**config.mk**
```make
export PLATFORM = sky130hd
export DESIGN_NAME = read_ack_ctrl
export DESIGN_NICKNAME = d
export VERILOG_FILES = /design/src/rtl/read_ack_ctrl.sv
export SDC_FILE = /design/constraint.sdc
export NUM_CORES = 1
export LEC_CHECK = 0
export ABC_AREA = 1
export CAP_MARGIN = 5
export CORE_AREA = 2 2 64 81
export DETAILED_ROUTE_END_ITERATION = 7
export DIE_AREA = 0 0 66 83
export DONT_BUFFER_PORTS = 1
export PLACE_DENSITY = 0.59
export SETUP_SLACK_MARGIN = 0.1
export SLEW_MARGIN = 5
export SYNTH_ARGS = -nofsm -noshare
export SYNTH_HDL_FRONTEND = slang
export SYNTH_SLANG_ARGS = --single-unit
```
**constraint.sdc**
```tcl
create_clock -name clk -period 1.5 [get_ports clk]
set_input_delay 0.225 -clock clk [delete_from_list [all_inputs] [get_ports clk]]
set_output_delay 0.225 -clock clk [all_outputs]
set_load 0.02 [all_outputs]
```
**src/rtl/read_ack_ctrl.sv**
```systemverilog
// Host read-back and interrupt-acknowledge sequencer for an 8259-style controller.
// Presents register, poll and vector bytes on the data bus, and tells the core
// when an acknowledge (or poll read) starts and finishes.
module read_ack_ctrl #(
  localparam int unsigned DW = 8,
  localparam int unsigned LW = 3
) (
  input  logic          clk,
  input  logic          reset,
  input  logic          CS,
  input  logic          RD,
  input  logic          A0,
  input  logic          INTA,
  input  logic [DW-1:0] ICW1,
  input  logic [DW-1:0] ICW2,
  input  logic [DW-1:0] ICW4,
  input  logic [DW-1:0] OCW3,
  input  logic          OCW3_wr,
  input  logic [DW-1:0] IRR,
  input  logic [DW-1:0] ISR,
  input  logic [DW-1:0] IMR,
  input  logic          int_pending,
  input  logic [LW-1:0] level,
  output logic [DW-1:0] Data_out,
  output logic          Data_oe,
  output logic          ack_first,
  output logic          ack_done,
  output logic [LW-1:0] ack_level
);

  localparam logic [LW-1:0] SPURIOUS_LEVEL = LW'(7);
  localparam logic [DW-1:0] CALL_OPCODE    = DW'(8'hCD);

  typedef enum logic [1:0] {IDLE, ACK1, ACK2, ACK3} state_t;

  // What the bus is currently carrying; the byte itself is formed live from it.
  typedef enum logic [3:0] {
    SRC_NONE, SRC_IRR, SRC_ISR, SRC_IMR, SRC_POLL,
    SRC_CD, SRC_LOW, SRC_ICW2, SRC_VEC86
  } src_t;

  state_t          state, state_n;
  src_t            src, src_n;
  logic            rd_q, inta_q;
  logic            read_sel, read_sel_n;      // 0: IRR, 1: ISR
  logic            poll_req, poll_req_n;
  logic            host_rd, host_rd_n;        // accepted host read still in progress
  logic            poll_rd, poll_rd_n;        // that read is a poll read
  logic            poll_pend, poll_pend_n;    // int_pending captured for the poll byte
  logic [LW-1:0]   ack_level_n;
  logic            data_oe_n, ack_first_n, ack_done_n;

  logic rd_fall, rd_rise, inta_fall, inta_rise, mode_8086;
  logic unused_bits;

  assign rd_fall   = rd_q & ~RD;
  assign rd_rise   = ~rd_q & RD;
  assign inta_fall = inta_q & ~INTA;
  assign inta_rise = ~inta_q & INTA;
  assign mode_8086 = ICW4[0];
  assign unused_bits = ^{ICW1[4:3], ICW1[1:0], ICW4[7:1], OCW3[7:3]};

  // State and output registers.
  always_ff @(posedge clk or posedge reset) begin
    if (reset) begin
      state     <= IDLE;
      src       <= SRC_NONE;
      rd_q      <= 1'b1;
      inta_q    <= 1'b1;
      read_sel  <= 1'b0;
      poll_req  <= 1'b0;
      host_rd   <= 1'b0;
      poll_rd   <= 1'b0;
      poll_pend <= 1'b0;
      ack_level <= '0;
      Data_oe   <= 1'b0;
      ack_first <= 1'b0;
      ack_done  <= 1'b0;
    end else begin
      state     <= state_n;
      src       <= src_n;
      rd_q      <= RD;
      inta_q    <= INTA;
      read_sel  <= read_sel_n;
      poll_req  <= poll_req_n;
      host_rd   <= host_rd_n;
      poll_rd   <= poll_rd_n;
      poll_pend <= poll_pend_n;
      ack_level <= ack_level_n;
      Data_oe   <= data_oe_n;
      ack_first <= ack_first_n;
      ack_done  <= ack_done_n;
    end
  end

  // Next-state and registered-output decode; INTA always takes priority over RD.
  always_comb begin
    state_n     = state;
    src_n       = src;
    read_sel_n  = read_sel;
    poll_req_n  = poll_req;
    host_rd_n   = host_rd;
    poll_rd_n   = poll_rd;
    poll_pend_n = poll_pend;
    ack_level_n = ack_level;
    data_oe_n   = Data_oe;
    ack_first_n = 1'b0;
    ack_done_n  = 1'b0;

    case (state)
      IDLE: begin
        if (inta_fall) begin
          state_n     = ACK1;
          ack_first_n = 1'b1;
          ack_level_n = int_pending ? level : SPURIOUS_LEVEL;
          src_n       = mode_8086 ? SRC_NONE : SRC_CD;
          data_oe_n   = ~mode_8086;
          host_rd_n   = 1'b0;
          poll_rd_n   = 1'b0;
        end else begin
          if (host_rd && rd_rise) begin
            host_rd_n = 1'b0;
            poll_rd_n = 1'b0;
            if (poll_rd) begin
              poll_req_n = 1'b0;
              ack_done_n = poll_pend;
            end
          end
          if (Data_oe && (RD || CS)) begin
            data_oe_n = 1'b0;
            src_n     = SRC_NONE;
          end
          if (rd_fall && !CS) begin
            host_rd_n = 1'b1;
            data_oe_n = 1'b1;
            if (poll_req) begin
              poll_rd_n   = 1'b1;
              poll_pend_n = int_pending;
              ack_level_n = level;
              src_n       = SRC_POLL;
            end else if (A0) begin
              src_n = SRC_IMR;
            end else begin
              src_n = read_sel ? SRC_ISR : SRC_IRR;
            end
          end
        end
      end
      ACK1: begin
        if (INTA) data_oe_n = 1'b0;
        if (inta_fall) begin
          state_n   = ACK2;
          src_n     = mode_8086 ? SRC_VEC86 : SRC_LOW;
          data_oe_n = 1'b1;
        end
      end
      ACK2: begin
        if (INTA) data_oe_n = 1'b0;
        if (mode_8086) begin
          if (inta_rise) begin
            state_n    = IDLE;
            src_n      = SRC_NONE;
            ack_done_n = 1'b1;
          end
        end else if (inta_fall) begin
          state_n   = ACK3;
          src_n     = SRC_ICW2;
          data_oe_n = 1'b1;
        end
      end
      ACK3: begin
        if (INTA) data_oe_n = 1'b0;
        if (inta_rise) begin
          state_n    = IDLE;
          src_n      = SRC_NONE;
          ack_done_n = 1'b1;
        end
      end
    endcase

    // A control-word write lands last so it wins over a same-cycle poll clear.
    if (OCW3_wr) begin
      if (OCW3[1]) read_sel_n = OCW3[0];
      if (OCW3[2]) poll_req_n = 1'b1;
    end
  end

  // Bus byte: register sources pass through live, vector bytes use the latched level.
  always_comb begin
    Data_out = '0;
    if (Data_oe) begin
      case (src)
        SRC_IRR:   Data_out = IRR;
        SRC_ISR:   Data_out = ISR;
        SRC_IMR:   Data_out = IMR;
        SRC_POLL:  Data_out = {poll_pend, 4'b0000, ack_level};
        SRC_CD:    Data_out = CALL_OPCODE;
        SRC_LOW:   Data_out = ICW1[2] ? {ICW1[7:5], ack_level, 2'b00}
                                      : {ICW1[7:6], ack_level, 3'b000};
        SRC_ICW2:  Data_out = ICW2;
        SRC_VEC86: Data_out = {ICW2[7:3], ack_level};
        default:   Data_out = '0;
      endcase
    end
  end

endmodule

```
==> summary.md <==
| Metric | Value |
|---|---|
| Result of the run | `finished with violations` |
| Violated checks | `setup timing` |
| Pre-antenna DRT Iters | `4` |
| Number of global-route vias before repair | `1569` |
| Number of synthesized register bits | `19` |
| Global-route wire length before repair | `6.71 mm` |
| Critical path peak fanout | `8` |
| Share of the yosys chip area belonging to registers | `29.6%` |
| Number of antenna violations at the first check in global routing | `0` |
| Input/output buffers | `0` |
| Cell Count, Final, Fillers Out | `350` |
| Area of the mapped netlist | `1620 um2` |
| Setup WS post-layout | `-273 ps` |
| Mapped Avg Cell Area | `5.97 um2` |
| Worst setup skew after layout | `1.55 ps` |
| Final clock period utilization by the worst path | `118%` |
| Die area | `5480 um2` |
| Mean routed wirelength per cell | `12.5 um` |
| Initial Util | `34.4%` |
| Maximum clock frequency | `564 MHz` |
| Element type at the critical path end | `output port` |
| Area share of the largest cell type after synthesis | `26.3%` |
| Layout net count | `358` |
| # IOs | `81` |
| Number of endpoints failing setup at the final stage | `8` |
| Worst hold-check path type | `in -> reg` |
| Die outline height | `83 um` |
| Die outline width | `66 um` |
| Final critical path time including I/O delays and setup | `1770 ps` |
| Worst EP arrival | `1550 ps` |
| Post-Synthesis Cells | `271` |
| Worst supply voltage drop on vdd | `0.000736 V` |
| Routed via count divided by cell count | `5.05` |
| Hold violation count in the final report | `0` |
| Warnings, synthesis | `0` |
| Detailed placer's ending HPWL | `3.49 mm` |
| Detail Route Antenna Nets | `0` |
| Antenna fix cells | `0` |
| Number of max-slew violations in the final report | `0` |
| Sort of element at the start of the critical path | `flip-flop` |
| Placed Instance Area | `1830 um2` |
| Clk buf depth | `2` |
| Syn nets | `338` |
| Pin count of the biggest net entering global routing | `24` |
| Ratio of cells with drive above 1 in the final layout | `22.1%` |
| Placed Cells | `343` |
| Floorplan core area | `4690 um2` |
| Residual DRC | `0` |
| Cell area power density | `1620 nW/um2` |
| Worst-Margin Slew | `409 ps` |
| Number of filler cells placed in the layout | `504` |
| Area Overhead vs Synth | `22.5%` |
| Reg clk slew, reported paths | `70 ps` |
| Placement Rows | `28` |
| H-tree depth | `1` |
| Clock tree from TritonCTS | `yes` |
| Cell type contributing the most total cell area after synthesis | `dfrtp_1` |
| Biggest area contributors in the synthesized netlist | `dfrtp_1 (26%), nand2_1 (21%), nand3_1 (14%)` |
| CTS buffer count | `3` |
| Leakage power | `0.00103 uW` |
| Remaining global-route overflow | `0` |
| Crit Path Category | `reg -> out` |
| Clock Latency Late Sink | `260 ps` |
| Routability congestion estimate from global placement | `0.872` |
| Aggregate negative setup slack | `-2030 ps` |
| Normalized max-slew margin | `72.7%` |
| Number of violations of the max-capacitance limit | `0` |
| Layout Cell Area excl Fill | `1980 um2` |
| Required @ worst endpoint | `1270 ps` |
| Number of DRC markers after the initial detailed-route iteration | `75` |
| Fin util | `42.2%` |
| Clk sinks | `19` |
| Final routed wirelength across all metal layers | `4.38 mm` |
| Clock root cell | `clkbuf_8` |
| Distinct cell type count of the synthesized netlist | `22` |
| Overall fraction of global-route tracks in use | `15.4%` |
| Via count | `1766` |
| Unrepaired setup endpoints after global routing | `true` |
==> registers in the layout, indices dropped and copies added (netlist names) <==
register,cells
host_rd,1
rd_q,1
ack_done,1
poll_req,1
poll_pend,1
read_sel,1
src,4
ack_first,1
Data_oe,1
inta_q,1
poll_rd,1
ack_level,3
state,2
==> power by group <==
group,leakage [uW],internal [uW],total [uW],switching (uW)
Clock,0.0000255,185,370,185
Sequential,0.000223,687,903,216
Combinational,0.000781,697,1940,1240
==> per-stage QoR <==
stage | hold slack [ps] | power [uW] | setup WS, ps
global route | 94.4 | 3490 | -366
finish | 95.7 | 3210 | -273
global placement | 157 | 2740 | -14.2
detailed placement | 158 | 2740 | -13.6
CTS | 93.6 | 3160 | -308
floorplan | 175 | 2270 | 92.5
==> cells by family (layout without fill, tap and decap cells) <==
logic type             after synthesis  count (layout)  synth area share (%)
AO/OA/AOI/OAI                       30              30                  9.98
buffers and inverters               36              55                  9.60
AND/OR/NAND/NOR                    186             186                  50.9
flip-flops                          19              19                  29.6
==> metal layers <==
metal | vias to the layer above | part of all wire [%] | track usage [%]
met5 | - | 0 | 0
met4 | 0 | 2.1 | 6.49
li1 | 909 | - | -
met2 | 63 | 50 | 27.1
met1 | 787 | 40 | 17.8
met3 | 7 | 8.2 | 2.57
==> final cells by class <==
cell class / instances / area, um2 / share of cell area (%)
tap: 60 / 75.1 / 3.79
clock inverter: 1 / 5.00 / 0.253
sequential: 19 / 483 / 24.4
multi-input combinational: 216 / 1080 / 54.7
timing repair buffer: 19 / 166 / 8.40
inverter: 32 / 126 / 6.38
clock buffer: 3 / 41.3 / 2.08
==> repair_timing <==
item | 4_1_cts | 5_1_grt
hold buffers | 3 | 0
buffers inserted | 0 | 0
endpoints found under the hold margin | 19 | 0
endpoints found under the setup margin | 8 | 16
gates resized for setup | 5 | 18
pin swaps | 4 | 6
==> cells in the final DEF, fill, tap and decap left out, types with 4 or more instances in the layout <==
cell type,synthesis,layout
nand2_1,91,85
nand3_1,45,42
nor2_1,35,29
inv_1,28,26
o21ai_0,14,14
buf_4,2,14
dfrtp_1,17,13
nor2_4,5,8
nand2_2,3,7
a21oi_1,12,6
nor2_2,2,5
a21oi_2,0,5
nand4_1,4,4
dfrtp_2,0,4
==> synthesized netlist by cell type <==
master / instances
nand2_1: 91
nand3_1: 45
nor2_1: 35
inv_1: 28
dfrtp_1: 17
o21ai_0: 14
a21oi_1: 12
nor2_4: 5
nand4_1: 4
nand2_2: 3
buf_4: 2
dfstp_2: 2
inv_2: 2
nor2_2: 2
o211ai_1: 2
a22o_1: 1
buf_2: 1
buf_6: 1
clkinv_2: 1
inv_4: 1
nand2_4: 1
o21bai_1: 1
==> final timing paths <==
| check | depth (start not counted) | slack, ps | endpoint | startpoint |
|---|---|---|---|---|
| setup / recovery | 8 | -270 | Data_out[0] | src[3] |
| hold / removal | 1 | 100 | poll_req | OCW3_wr |
| setup reg to reg | 6 | 170 | state[0] | inta_q |
| hold reg to reg | 2 | 490 | poll_rd | poll_rd |
| max in group asynchronous | 3 | 820 | rd_q | reset |
| min in group asynchronous | 3 | 420 | ack_done | reset |
==> critical path, stage by stage (launching register included) <==
cell     delay [ps]
dfrtp_2         450
inv_4            80
nand2_4          60
nor2_4          220
nand2_1          90
nand2_1          70
nor2_1           50
a21oi_2         110
buf_4           150
No activity file was read; power rests on OpenSTA's default activity.
